$ cat src/rtl/relobi_xbar_sel_guard.sv
// Select guard for one reliable-OBI crossbar stage: replicated ECC and address
// decode, manager-index vote, in-order target lock and fault accounting.

package hsiao_ecc_pkg;
  // Fewest check bits giving single-error-correct / double-error-detect.
  function automatic int unsigned min_ecc(input int unsigned data_width);
    int unsigned r;
    r = 32;
    for (int k = 31; k >= 2; k--) begin
      if ((64'd1 << (k - 1)) >= 64'(data_width + 32'(k))) r = 32'(k);
    end
    return r;
  endfunction
endpackage

package relobi_sel_guard_pkg;
  typedef struct packed {
    logic [31:0] idx;
    logic [31:0] start_addr;
    logic [31:0] end_addr;
  } addr_rule_t;
endpackage

module relobi_xbar_sel_guard #(
  parameter int unsigned NumSbrPorts   = 4,
  parameter int unsigned NumMgrPorts   = 4,
  parameter int unsigned AddrWidth     = 32,
  parameter int unsigned EccAddrWidth  = AddrWidth + hsiao_ecc_pkg::min_ecc(AddrWidth),
  parameter int unsigned NumAddrRules  = 4,
  parameter type         addr_map_rule_t = relobi_sel_guard_pkg::addr_rule_t,
  parameter int unsigned NumReplicas   = 3,
  parameter int unsigned NumMaxTrans   = 4,
  parameter int unsigned FaultCntWidth = 8,
  parameter bit          DecodeAbort   = 1'b1,
  parameter int unsigned IdxWidth      = (NumMgrPorts > 1) ? $clog2(NumMgrPorts) : 1
) (
  input  logic                                                  clk_i,
  input  logic                                                  rst_i,
  input  addr_map_rule_t [NumReplicas-1:0][NumAddrRules-1:0]    addr_map_i,
  input  logic [NumReplicas-1:0][NumSbrPorts-1:0]               en_default_idx_i,
  input  logic [NumReplicas-1:0][NumSbrPorts-1:0][IdxWidth-1:0] default_idx_i,
  input  logic [NumSbrPorts-1:0]                                sbr_req_i,
  input  logic [NumSbrPorts-1:0][EccAddrWidth-1:0]              sbr_addr_i,
  output logic [NumSbrPorts-1:0]                                sbr_gnt_o,
  input  logic [NumSbrPorts-1:0]                                sbr_rsp_done_i,
  output logic [NumSbrPorts-1:0]                                mgr_req_o,
  input  logic [NumSbrPorts-1:0]                                mgr_gnt_i,
  output logic [NumSbrPorts-1:0][IdxWidth-1:0]                  mgr_sel_o,
  output logic [NumSbrPorts-1:0]                                abort_o,
  output logic [NumSbrPorts-1:0][FaultCntWidth-1:0]             fault_cnt_o,
  input  logic                                                  fault_clr_i,
  output logic [1:0]                                            fault_o
);

  localparam int unsigned EccBits  = EccAddrWidth - AddrWidth;
  localparam int unsigned CntWidth = $clog2(NumMaxTrans + 1);

  typedef logic [AddrWidth-1:0] addr_t;
  typedef logic [IdxWidth-1:0]  idx_t;
  typedef logic [EccBits-1:0]   syn_t;
  typedef logic [CntWidth-1:0]  cnt_t;

  // Data column i is the i-th odd-weight (>=3) vector in ascending order; check
  // bits own the weight-1 columns, so odd syndromes mark single-bit errors.
  function automatic logic [AddrWidth-1:0][EccBits-1:0] gen_cols();
    logic [AddrWidth-1:0][EccBits-1:0] cols;
    syn_t v;
    cols = '0;
    v    = '0;
    for (int i = 0; i < AddrWidth; i++) begin
      do v = v + syn_t'(1); while (!($countones(v) >= 3 && ($countones(v) % 2) == 1));
      cols[i] = v;
    end
    return cols;
  endfunction

  localparam logic [AddrWidth-1:0][EccBits-1:0] HCols = gen_cols();

  function automatic syn_t ecc_syndrome(input logic [EccAddrWidth-1:0] cw);
    syn_t s;
    s = cw[EccAddrWidth-1:AddrWidth];
    for (int i = 0; i < AddrWidth; i++) begin
      if (cw[i]) s = s ^ HCols[i];
    end
    return s;
  endfunction

  function automatic addr_t ecc_correct(input logic [EccAddrWidth-1:0] cw, input syn_t s);
    addr_t d;
    d = cw[AddrWidth-1:0];
    for (int i = 0; i < AddrWidth; i++) begin
      if (s == HCols[i]) d[i] = ~d[i];
    end
    return d;
  endfunction

  // Last matching rule wins; no match falls back to the (optional) default.
  function automatic idx_t decode_addr(input addr_t addr,
                                       input addr_map_rule_t [NumAddrRules-1:0] rules,
                                       input logic en_def, input idx_t def_idx);
    idx_t idx;
    idx = en_def ? def_idx : '0;
    for (int k = 0; k < NumAddrRules; k++) begin
      if (addr >= addr_t'(rules[k].start_addr) && addr < addr_t'(rules[k].end_addr))
        idx = idx_t'(rules[k].idx);
    end
    return idx;
  endfunction

  syn_t [NumSbrPorts-1:0][NumReplicas-1:0] rep_syn;
  idx_t [NumSbrPorts-1:0][NumReplicas-1:0] rep_idx;
  logic [NumSbrPorts-1:0][NumReplicas-1:0] rep_corr, rep_unc;

  always_comb begin
    rep_syn  = '0;
    rep_idx  = '0;
    rep_corr = '0;
    rep_unc  = '0;
    for (int p = 0; p < NumSbrPorts; p++) begin
      for (int r = 0; r < NumReplicas; r++) begin
        rep_syn[p][r]  = ecc_syndrome(sbr_addr_i[p]);
        rep_corr[p][r] = (rep_syn[p][r] != '0) && (^rep_syn[p][r]);
        rep_unc[p][r]  = (rep_syn[p][r] != '0) && !(^rep_syn[p][r]);
        rep_idx[p][r]  = decode_addr(DecodeAbort ? sbr_addr_i[p][AddrWidth-1:0]
                                                 : ecc_correct(sbr_addr_i[p], rep_syn[p][r]),
                                     addr_map_i[r], en_default_idx_i[r][p],
                                     default_idx_i[r][p]);
      end
    end
  end

  idx_t [NumSbrPorts-1:0] sel;
  logic [NumSbrPorts-1:0] unc_vote, mismatch;

  if (NumReplicas == 3) begin : g_tmr
    always_comb begin
      sel      = '0;
      unc_vote = '0;
      mismatch = '0;
      for (int p = 0; p < NumSbrPorts; p++) begin
        sel[p] = (rep_idx[p][0] & rep_idx[p][1]) | (rep_idx[p][0] & rep_idx[p][2]) |
                 (rep_idx[p][1] & rep_idx[p][2]);
        unc_vote[p] = (rep_unc[p][0] & rep_unc[p][1]) | (rep_unc[p][0] & rep_unc[p][2]) |
                      (rep_unc[p][1] & rep_unc[p][2]);
        mismatch[p] = (rep_idx[p][0] != rep_idx[p][1]) || (rep_idx[p][0] != rep_idx[p][2]) ||
                      (rep_unc[p][0] != rep_unc[p][1]) || (rep_unc[p][0] != rep_unc[p][2]);
      end
    end
  end else begin : g_single
    always_comb begin
      sel      = '0;
      unc_vote = '0;
      mismatch = '0;
      for (int p = 0; p < NumSbrPorts; p++) begin
        sel[p]      = rep_idx[p][0];
        unc_vote[p] = rep_unc[p][0];
      end
    end
  end

  cnt_t [NumSbrPorts-1:0]                    cnt_q;
  idx_t [NumSbrPorts-1:0]                    lock_sel_q;
  logic [NumSbrPorts-1:0]                    lock_abort_q;
  logic [NumSbrPorts-1:0][FaultCntWidth-1:0] fault_cnt_q;
  logic [1:0]                                fault_q;

  logic [NumSbrPorts-1:0] abort_cond, allow, hs, fault_any, underflow;
  logic                   corr_hit, unc_hit;

  always_comb begin
    abort_cond = '0;
    allow      = '0;
    hs         = '0;
    fault_any  = '0;
    underflow  = '0;
    mgr_req_o  = '0;
    sbr_gnt_o  = '0;
    abort_o    = '0;
    corr_hit   = 1'b0;
    unc_hit    = 1'b0;
    for (int p = 0; p < NumSbrPorts; p++) begin
      abort_cond[p] = DecodeAbort && unc_vote[p];
      // Same target and same abort kind may pile up; anything else waits for drain.
      allow[p] = (cnt_q[p] == '0) ||
                 ((cnt_q[p] < cnt_t'(NumMaxTrans)) && (sel[p] == lock_sel_q[p]) &&
                  (abort_cond[p] == lock_abort_q[p]));
      mgr_req_o[p] = sbr_req_i[p] && allow[p] && !abort_cond[p];
      abort_o[p]   = sbr_req_i[p] && allow[p] && abort_cond[p];
      sbr_gnt_o[p] = sbr_req_i[p] && allow[p] && (abort_cond[p] || mgr_gnt_i[p]);
      hs[p]        = sbr_gnt_o[p];
      fault_any[p] = (|rep_corr[p]) || (|rep_unc[p]) || mismatch[p];
      underflow[p] = sbr_rsp_done_i[p] && (cnt_q[p] == '0);
      corr_hit     = corr_hit || (hs[p] && (|rep_corr[p]));
      unc_hit      = unc_hit || (hs[p] && ((|rep_unc[p]) || mismatch[p])) || underflow[p];
    end
  end

  always_ff @(posedge clk_i) begin
    if (rst_i) begin
      cnt_q        <= '0;
      lock_sel_q   <= '0;
      lock_abort_q <= '0;
      fault_cnt_q  <= '0;
      fault_q      <= '0;
    end else begin
      for (int p = 0; p < NumSbrPorts; p++) begin
        if (hs[p]) begin
          lock_sel_q[p]   <= sel[p];
          lock_abort_q[p] <= abort_cond[p];
          if (!(sbr_rsp_done_i[p] && cnt_q[p] != '0)) cnt_q[p] <= cnt_q[p] + cnt_t'(1);
        end else if (sbr_rsp_done_i[p] && cnt_q[p] != '0) begin
          cnt_q[p] <= cnt_q[p] - cnt_t'(1);
        end
      end
      if (fault_clr_i) begin
        fault_cnt_q <= '0;
        fault_q     <= '0;
      end else begin
        for (int p = 0; p < NumSbrPorts; p++) begin
          if (hs[p] && fault_any[p] && (fault_cnt_q[p] != {FaultCntWidth{1'b1}}))
            fault_cnt_q[p] <= fault_cnt_q[p] + FaultCntWidth'(1);
        end
        fault_q <= fault_q | {unc_hit, corr_hit};
      end
    end
  end

  assign mgr_sel_o   = sel;
  assign fault_cnt_o = fault_cnt_q;
  assign fault_o     = fault_q;

endmodule
$ cat config.mk
export PLATFORM = sky130hd
export DESIGN_NAME = relobi_xbar_sel_guard
export DESIGN_NICKNAME = d
export VERILOG_FILES = /design/src/rtl/relobi_xbar_sel_guard.sv
export SDC_FILE = /design/constraint.sdc
export NUM_CORES = 2
export LEC_CHECK = 0
export CORE_AREA = 3 3 555 557
export DETAILED_ROUTE_END_ITERATION = 12
export DIE_AREA = 0 0 558 560
export RECOVER_POWER = 25
export SLEW_MARGIN = 10
export SYNTH_ARGS = -nofsm -noshare
export SYNTH_HDL_FRONTEND = slang
export SYNTH_SLANG_ARGS = --single-unit
$ cat constraint.sdc
create_clock -name clk_i -period 12.71 [get_ports clk_i]
set_clock_uncertainty 0.2 [all_clocks]
set_input_delay 1.9065 -clock clk_i [delete_from_list [all_inputs] [get_ports clk_i]]
set_output_delay 1.9065 -clock clk_i [all_outputs]
set_load 0.05 [all_outputs]
==> out/results.tsv <==
stage	metric	value	unit
critical_path	CP Capture Type	output port	
route	drt first-iter violations	10371	
route	WL final	510	mm
timing	Final Hold Viols	0	
cells_and_area	Final Util	30.5	%
synthesis	register area share after synthesis	1.55	%
critical_path	crit-path most repeated cell	a21o_1	
synthesis	Post-synth EDFFs	0	
cts	Worst-path clk slew	0.06	ns
timing	RSZ-0062 raised after global routing	false	
synthesis	Cells after Synth	9239	
timing	worst slew pin tran	1.42	ns
critical_path	CP Data Arrival Time	9.32	ns
pwr	Internal Power	2.54	mW
route	met1 WL	209	mm
route	top sig layer	met5	
pwr	Switching Fraction	61.8	%
place	placed cell area	91900	sq um
critical_path	Cell Chain, Critical Path	buf_2 > buf_4 > ha_1 > a21o_1 > a21o_1 > a21o_1 > a21o_1 > a21o_1 > a21oi_1 > or3_1 > a41oi_1 > nand3b_1 > a221oi_1 > nor2_1 > a22oi_1 > o21ai_0 > ha_1 > or2_2 > o32a_1 > and3_1 > a211oi_2 > o21ai_1 > inv_1 > buf_12	
place	Buffers on Ports	1052	
die	die area	312000	sq um
timing	period utilization	89.9	%
global_routing	remaining global-route overflow	0	
route	post-route ant nets	0	
timing	final setup fails	0	
cts	post_cts resized	0	
cts	CTS tree	built	
pwr	Pwr Density	71.8	nW/um^2
cells_and_area	Final #Nets	14948	
synthesis	total number of yosys warnings	0	
critical_path	Setup CP Type	in2out	
cts	H-Tree Depth	3	
route	DRC viols	0	
cells_and_area	Syn-to-layout area delta	23.6	%
cts	Inserted Clock Buffers	9	
synthesis	most common cell in the netlist	ha_1	
synthesis	Yosys top cell area share	51.1	%
outcome	status	complete, no violations	
global_routing	initial antenna violation count	225	
route	routed wl met3	62.3	mm
route	DR WL/cell	34.9	microns
place	dpl hpwl	422	mm
die	chip height	560	microns
timing	worst hold slack	0.295	ns
global_routing	vias in the first global route	76990	
flow_run	Max-cap violations	0	
critical_path	CP max-delay cell	a211oi_2	
die	Die W	558	microns
pwr	Pleak	46.1	nW
timing	Worst slew margin	4.87	%
cts	Hold-fix buffers, CTS	0	
critical_path	Max stage delay on crit path	0.73	ns
synthesis	most frequent cells after synthesis	3,056 x ha_1, 895 x a21oi_1, 821 x inv_1	
timing	total negative slack	0	ns
pwr	register share of total power	3.9	%
place	gpl congestion	1.04	
synthesis	Seq cells post-synth	58	
cells_and_area	share of layout cells above drive strength 1	4.67	%
cts	root buffer cell	clkbuf_16	
pwr	Gate power share	92.7	%
timing	Final Max Slew Viols	0	
global_routing	largest net degree at the start of global routing	33	
cells_and_area	post-route cell area	92500	sq um
synthesis	main flop type after synthesis	dfxtp_1	
route	met2 wire length	197	mm
synthesis	ys async rst share	0	%
timing	Peak Freq	0.0875	GHz
die	Ports	1413	
critical_path	critical path fanouts, max	13	
critical_path	register-to-register setup slack	8.56	ns
route	Avg Vias per Cell	5.79	
global_routing	first-pass GRT wire length	667	mm
pwr	Max IR drop VDD	0.145	mV
timing	min cycle time layout	11.43	ns
cells_and_area	Filler Cells Inserted	32413	
synthesis	cell area after synthesis	74800	sq um
pwr	Net Sw Power	4.11	mW
route	routed via count	84755	
cts	clk sinks	58	
synthesis	Distinct cells, synth	108	
cts	Worst-Skew Late Latency	0.33	ns
pwr	Clk pwr share	3.4	%
critical_path	startpoint types	input port	
route	drt first pass iters	8	
cts	Post CTS Setup Buffer Count	0	
critical_path	Data required, critical path	10.60	ns
worst_hold_path	Hold Path Class	reg2reg	
synthesis	Avg Cell Area, Syn	8.10	sq um
synthesis	Syn Nets	13658	
global_routing	gr usage total	31.1	%
synthesis	Yosys top cell by area	ha_1	
synthesis	Synth area leaders	ha_1 51%, a21oi_1 6.0%, a21o_1 4.3%	
die	effective utilization at floorplan	24.7	%
cts	Max Buffers Root-to-Sink	2	
die	Placeable Area	303000	sq um
die	Std-Cell Rows	202	
-- worst paths after layout --
| check | startpoint | end | depth (start not counted) |
|---|---|---|---|
| worst max-delay path | sbr_addr_i[40] | sbr_gnt_o[1] | 24 |
| worst min-delay path | lock_abort_q[0] | lock_abort_q[0] | 2 |
| worst max register to register | lock_abort_q[1] | cnt_q[5] | 15 |
| worst min register to register | lock_abort_q[0] | lock_abort_q[0] | 2 |
-- layout by cell type (no fill, tap or decap), types with 28 or more instances in the layout --
master	synthesis	layout
a2111oi_0	50	47
a211o_1	42	42
a211oi_1	147	142
a21o_1	429	429
a21oi_1	895	894
a221oi_1	45	44
a31oi_1	55	55
and3_1	43	43
and4_1	56	56
buf_2	2	90
buf_4	1	269
clkdlybuf4s50_1	0	886
dfxtp_1	58	58
diode_2	0	128
dlygate4sd3_1	0	28
ha_1	3056	3056
inv_1	821	821
mux2i_1	52	52
nand2_1	491	491
nand2b_1	187	187
nand3_1	230	230
nand4_1	397	397
nor2_1	348	348
nor2b_1	178	178
nor3_1	115	113
nor4_1	49	47
o211ai_1	72	72
o21a_1	74	74
o21ai_0	552	547
or3_1	31	31
xnor2_1	250	250
xor2_1	71	71
-- cells by family (layout without fill, tap and decap cells) --
family | count (synthesis) | after routing | synth area share (%)
fa+ha+maj | 3060 | 3060 | 51.2
mux | 62 | 62 | 0.849
xor+xnor | 327 | 327 | 3.93
flops | 58 | 58 | 1.55
compound gates | 2658 | 2658 | 22.5
other cells | 0 | 128 | 0
simple gates | 2236 | 2236 | 15.7
buf+inv | 838 | 2132 | 4.25
-- sequential cells by signal (all words and copies together), names as in the netlist --
name	cells
fault_cnt_o	32
cnt_q	12
lock_sel_q	8
lock_abort_q	4
fault_o	2
-- power groups by stage --
stage / clock, mW / combinational [mW] / sequential (mW)
after global placement: 0 / 5.93 / 0.262
final: 0.225 / 6.16 / 0.259
after global routing: 0.236 / 6.61 / 0.263
after floorplan: 0 / 3.38 / 0.279
after CTS: 0.228 / 6.02 / 0.259
after detailed placement: 0 / 5.99 / 0.262
-- final cells by class --
cell class / instances / area, sq um / area share (%)
repair buffers: 1294 / 12000 / 13.0
multi-input cells: 8343 / 70600 / 76.4
diodes: 128 / 320 / 0.346
flip-flops and latches: 58 / 1160 / 1.26
well taps: 3978 / 4980 / 5.38
clock buffers: 10 / 239 / 0.258
clock inverters: 5 / 31.3 / 0.0338
inverters: 823 / 3090 / 3.35
-- routing by layer --
metal	track usage, %	vias to the layer above
li1	-	38205
met1	40.8	39633
met2	42.8	5567
met3	9.18	1252
met4	22.1	98
met5	0.664	-
-- per-stage QoR --
stage	total power [mW]	cells	setup slack (ns)
after global routing	7.11	14591	1.28
after detailed placement	6.25	14496	1.62
after CTS	6.51	14511	1.61
after floorplan	3.66	9239	3.49
after global placement	6.19	14496	1.68
final	6.64	14639	1.28
-- critical path: cells and delay by family --
| kind | cells | cell delay, ns |
|---|---|---|
| AOI/OAI and AO/OA | 13 | 4.26 |
| adders and majority gates | 2 | 0.58 |
| buffers and inverters | 4 | 1.38 |
| and+or+nand+nor | 5 | 1.17 |
Power figures use the tool's default switching activity.
